--- src/rtl/alu_arbiter.sv ---
// alu_arbiter: shares one combinational ALU between two valid/ready requesters
// with round-robin arbitration, registered operands, multi-cycle multiply hold
// and a per-requester response handshake.
module alu_arbiter #(
   parameter int unsigned MUL_LAT = 3
) (
   input  logic        clk_i,
   input  logic        rst_i,
   input  logic        req0_valid_i,
   output logic        req0_ready_o,
   input  logic [3:0]  req0_ctrl_i,
   input  logic [31:0] req0_data1_i,
   input  logic [31:0] req0_data2_i,
   input  logic        req1_valid_i,
   output logic        req1_ready_o,
   input  logic [3:0]  req1_ctrl_i,
   input  logic [31:0] req1_data1_i,
   input  logic [31:0] req1_data2_i,
   output logic        rsp0_valid_o,
   input  logic        rsp0_ready_i,
   output logic [31:0] rsp0_data_o,
   output logic        rsp1_valid_o,
   input  logic        rsp1_ready_i,
   output logic [31:0] rsp1_data_o,
   output logic [3:0]  alu_ctrl_o,
   output logic [31:0] alu_data1_o,
   output logic [31:0] alu_data2_o,
   input  logic [31:0] alu_data_i
);

   localparam int unsigned DW      = 32;
   localparam int unsigned CW      = 4;
   localparam logic [CW-1:0] CTRL_MUL = 4'b1010;
   // Multiply stays in EXEC for MUL_LAT cycles; everything else for one.
   localparam logic [3:0]    MUL_CNT  = 4'(MUL_LAT - 1);

   typedef enum logic [1:0] {
      IDLE = 2'd0,
      EXEC = 2'd1,
      RESP = 2'd2
   } state_t;

   state_t          state;
   state_t          state_nxt;
   logic [CW-1:0]   op_ctrl;
   logic [DW-1:0]   op_a;
   logic [DW-1:0]   op_b;
   logic            owner;
   logic            last_grant;
   logic [3:0]      cnt;
   logic [DW-1:0]   result;

   logic            grant_c;
   logic            accept_c;
   logic            rsp_take_c;
   logic [CW-1:0]   sel_ctrl_c;
   logic [DW-1:0]   sel_a_c;
   logic [DW-1:0]   sel_b_c;

   // Round-robin grant: a tie goes to the requester not served last.
   always_comb begin
      grant_c = 1'b0;
      if (req0_valid_i && req1_valid_i) begin
         grant_c = ~last_grant;
      end else if (req1_valid_i) begin
         grant_c = 1'b1;
      end
   end

   assign accept_c   = (state == IDLE) && (req0_valid_i || req1_valid_i) && !rst_i;
   assign rsp_take_c = (state == RESP) && (owner ? rsp1_ready_i : rsp0_ready_i);

   assign sel_ctrl_c = grant_c ? req1_ctrl_i  : req0_ctrl_i;
   assign sel_a_c    = grant_c ? req1_data1_i : req0_data1_i;
   assign sel_b_c    = grant_c ? req1_data2_i : req0_data2_i;

   // Ready is a direct decode of the grant; reset forces both low immediately.
   assign req0_ready_o = (state == IDLE) && !rst_i && !grant_c && req0_valid_i;
   assign req1_ready_o = (state == IDLE) && !rst_i &&  grant_c && req1_valid_i;

   assign rsp0_valid_o = (state == RESP) && !owner;
   assign rsp1_valid_o = (state == RESP) &&  owner;
   assign rsp0_data_o  = owner ? '0 : result;
   assign rsp1_data_o  = owner ? result : '0;

   assign alu_ctrl_o  = op_ctrl;
   assign alu_data1_o = op_a;
   assign alu_data2_o = op_b;

   // State register.
   always_ff @(posedge clk_i or posedge rst_i) begin
      if (rst_i) begin
         state <= IDLE;
      end else begin
         state <= state_nxt;
      end
   end

   // Next-state logic.
   always_comb begin
      state_nxt = state;
      case (state)
         IDLE:    if (accept_c)    state_nxt = EXEC;
         EXEC:    if (cnt == '0)   state_nxt = RESP;
         RESP:    if (rsp_take_c)  state_nxt = IDLE;
         default:                  state_nxt = IDLE;
      endcase
   end

   // Operand/owner latch at accept, settle counter, result capture, grant history.
   always_ff @(posedge clk_i or posedge rst_i) begin
      if (rst_i) begin
         op_ctrl    <= '0;
         op_a       <= '0;
         op_b       <= '0;
         owner      <= 1'b0;
         last_grant <= 1'b1;
         cnt        <= '0;
         result     <= '0;
      end else begin
         case (state)
            IDLE: begin
               if (accept_c) begin
                  op_ctrl <= sel_ctrl_c;
                  op_a    <= sel_a_c;
                  op_b    <= sel_b_c;
                  owner   <= grant_c;
                  cnt     <= (sel_ctrl_c == CTRL_MUL) ? MUL_CNT : 4'd0;
               end
            end
            EXEC: begin
               if (cnt == '0) begin
                  result <= alu_data_i;
               end else begin
                  cnt <= cnt - 4'd1;
               end
            end
            RESP: begin
               if (rsp_take_c) begin
                  last_grant <= owner;
               end
            end
            default: ;
         endcase
      end
   end

endmodule

--- config.mk ---
export PLATFORM = sky130hd
export DESIGN_NAME = alu_arbiter
export DESIGN_NICKNAME = d
export VERILOG_FILES = /design/src/rtl/alu_arbiter.sv
export SDC_FILE = /design/constraint.sdc
export NUM_CORES = 1
export LEC_CHECK = 0
export ABC_AREA = 1
export CAP_MARGIN = 25
export CORE_AREA = 2 2 120 122
export DETAILED_ROUTE_END_ITERATION = 12
export DIE_AREA = 0 0 122 124
export MAX_ROUTING_LAYER = met4
export PLACE_DENSITY = 0.8
export SKIP_LAST_GASP = 1
export SLEW_MARGIN = 25
export SYNTH_ARGS = -nofsm -noshare
export SYNTH_HDL_FRONTEND = slang
export SYNTH_SLANG_ARGS = --single-unit
--- constraint.sdc ---
create_clock -name clk_i -period 7.35 [get_ports clk_i]
set_clock_uncertainty 0.1 [all_clocks]
set_input_delay 1.1025 -clock clk_i [delete_from_list [all_inputs] [get_ports clk_i]]
set_output_delay 1.1025 -clock clk_i [all_outputs]
set_load 0.01 [all_outputs]
==> results by group <==
Setup path
  • CP max FO: a little over 70
  • Max stage delay cell, worst path: buf_4
  • CP Capture Type: output port
  • Worst reg2reg path depth: 6
  • Largest stage delay, worst path: 0.63 ns
  • Crit start category: input pin
  • CP arrival: around 3.6 ns
  • CP cell instances: clkdlybuf4s50_1 -> nand2_1 -> nand2_2 -> buf_4 -> inv_2 -> buf_4 -> nor2_1 -> clkdlybuf4s50_1
  • Worst Setup EP: req0_ready_o
  • Critical path launch point: req0_valid_i
  • Data required, critical path: ~6.2 ns
  • Reg2reg end: alu_data1_o[21]$_DFFE_PP0P_
  • Reg-to-reg startpoint: state[0]$_DFFE_PP0P_
  • Crit path kind: in2out
  • Flop2flop setup slack: 4.67 ns

Hold path
  • Worst Hold Class: reg2reg

Clock network
  • CTS tree: built
  • Clock Path Buffers: 2
  • H-tree levels: 3
  • Root buffer cell: clkbuf_16
  • Post-CTS setup buffers: 0
  • Worst-path clk slew: 0.07 ns
  • Clock Latency Late Sink: between 0.3 and 0.4 ns
  • Clock buffers created by TritonCTS: 9
  • Clk sink count: between 100 and 150
  • # hold bufs at CTS: 0
  • Post_cts resized: 0

Global route
  • First-pass GRT wire length: roughly 26000 um
  • Total grt overflow: 0
  • Antenna violations before repair: 0
  • Overall Global Routing Usage: a little under a quarter
  • Vias in the first global route: 5135
  • Largest net degree at the start of global routing: between 70 and 80

Final layout
  • Util after Layout: 64.4%
  • Synthesis-to-finish area growth: 63.2%
  • Final instance area: 0.00884 mm2
  • Final #Nets: approximately 1100
  • Ant. Diodes: 0
  • Share of cells above drive strength 1: under 10%

Timing
  • Final setup viols: 0
  • RSZ-0062 raised after global routing: false
  • FMAX: 0.208 GHz
  • Max Slew Vio Count: 0
  • Hold violation count in the final report: 0
  • Setup TNS Final: 0 ns
  • Final hold slack: 0.372 ns
  • Slew headroom: 43.6%
  • Period Utilization, post-route: 65.3%
  • Worst Max-Slew Pin Slew: 0.846 ns
  • Final min period: between 4 and 5 ns

Detailed routing
  • Pre-antenna DRT Iters: 6
  • Wirelength, routed: 17500 um
  • First DRT Iteration DRCs: 344
  • Remaining antenna violation count: 0
  • Drt via density: around 4.9
  • Vias post-DR: roughly 5300
  • WL per Instance: between 15 and 20 um
  • DR DRC count: 0

Logic synthesis
  • Synth top cells by count: nand2_1 (127), dfrtp_1 (107), a21oi_1 (89)
  • Post-synthesis sequential area ratio: 49.9%
  • Mapped cell area: roughly 0.0054 mm2
  • Post-Syn Instances: ~600
  • Synth Area per Inst: 8.77 um2
  • Distinct cells, synth: 22
  • Yosys top cell by area: dfrtp_1
  • Count leader, synth: nand2_1
  • Synth warn: 0
  • Net count after synthesis: 793
  • Post-synthesis register bit count: 108
  • Post-synthesis async set-or-reset flop share: 100%
  • Number of flops mapped to enable cells by yosys: 0
  • Yosys top cell area share: approximately half
  • Synth area leaders: dfrtp_1 (49%), nand2_1 (8.8%), a21oi_1 (8.2%)
  • Most used flip-flop cell after synthesis: dfrtp_1

Placement
  • RD Place Congestion: 0.824
  • Dpl hpwl: around 13000 um
  • IO Port Bufs: 309
  • Dpl cell area: 0.00852 mm2

Power and ir drop
  • PD cells: 405 mW/mm2
  • Net Switching: around 1.3 mW
  • Total power: between 3 and 4 mW
  • Internal power: between 2 and 2.5 mW
  • Max rail drop VDD: roughly 0.22 mV
  • Combinational Power Share: approximately 54%
  • Clk network pwr share: around 14%
  • Leak pwr: 4.01 nW
  • Sw Ratio: between 30% and 40%
  • Sequential power share: ~31%

Floorplanning
  • Core box area: around 0.014 mm2
  • Initial Util: 39.5%
  • Die Ht: between 100 and 150 um
  • Io pins: between 300 and 400
  • Die Wd: 122 um
  • Row count: 43
  • Die area: 0.0151 mm2

Flow run
  • Max-cap violations: 0

Outcome
  • Status: finished clean
==> cell usage in the layout (no fill, tap or decap), drive strengths merged, types with 8 or more instances in the layout <==
cell type      netlist  layout
nor2                76      76
dfrtp              107     107
a2bb2oi             64      64
clkdlybuf4s50        0     309
inv                 79      79
clkbuf               6      13
a21oi               99      99
nand3                8       8
nand2              128     128
o21ai                8       8
==> registers in the layout (all words and copies together), names as in the netlist <==
register and count:
alu_ctrl_o 4, alu_data1_o 32, alu_data2_o 32, cnt 4, last_grant 1, owner 1, result 32, state 2
==> how the worst min path moves through the flow <==
stage | start | endpoint | slack, ns | cells past startpoint
finish | cnt[3]$_DFFE_PP0P_ | cnt[3]$_DFFE_PP0P_ | 0.37 | 1
global route | alu_ctrl_o[0]$_DFFE_PP0P_ | alu_ctrl_o[0]$_DFFE_PP0P_ | 0.42 | 2
CTS | cnt[3]$_DFFE_PP0P_ | cnt[3]$_DFFE_PP0P_ | 0.38 | 1
detailed placement | alu_ctrl_o[0]$_DFFE_PP0P_ | alu_ctrl_o[0]$_DFFE_PP0P_ | 0.36 | 2
global placement | cnt[3]$_DFFE_PP0P_ | cnt[3]$_DFFE_PP0P_ | 0.35 | 1
floorplan | cnt[3]$_DFFE_PP0P_ | cnt[3]$_DFFE_PP0P_ | 0.33 | 1
==> layer usage <==
layer	wire [um]	up-vias	track usage, %
li1	-	2555	-
met1	7190	2479	28.3
met2	8360	223	37.7
met3	1470	33	5.27
met4	461	0	9.12
met5	0	-	-
==> stage by stage <==
step           cells  setup WS [ns]
6_report        1084           2.55
5_1_grt         1084           2.39
4_1_cts         1084           2.54
3_5_place_dp    1068           2.55
3_3_place_gp    1068           2.55
2_1_floorplan    617           1.85
==> final cells by class <==
cell class | count | area (um2)
multi-input cells | 386 | 2150
clock inverters | 3 | 43.8
flip-flops and latches | 108 | 2710
well taps | 180 | 225
inverters | 79 | 299
fillers | 1148 | 4880
clock buffers | 13 | 270
repair buffers | 315 | 3140
==> power by group through the flow <==
| stage | logic (mW) | registers [mW] | clock network (mW) |
|---|---|---|---|
| 2_1_floorplan | 0.943 | 1.14 | 0 |
| 3_3_place_gp | 1.93 | 1.12 | 0 |
| 3_5_place_dp | 1.96 | 1.13 | 0 |
| 4_1_cts | 1.97 | 1.12 | 0.524 |
| 5_1_grt | 2.11 | 1.16 | 0.546 |
| 6_report | 1.95 | 1.12 | 0.513 |
==> logic make-up after synthesis <==
logic type / count (synthesis) / synth area share [%]
AO/OA/AOI/OAI: 172 / 24.2
buffers and inverters: 123 / 10.4
flip-flops: 108 / 49.9
AND/OR/NAND/NOR: 212 / 15.0
adder cells (fa/ha/maj): 2 / 0.462
==> worst max-delay path, delay by kind of cell <==
kind | cells | cell delay (ns)
buffers and inverters | 5 | 2.07
and+or+nand+nor | 3 | 0.37
No activity file was read; power rests on OpenSTA's default activity.
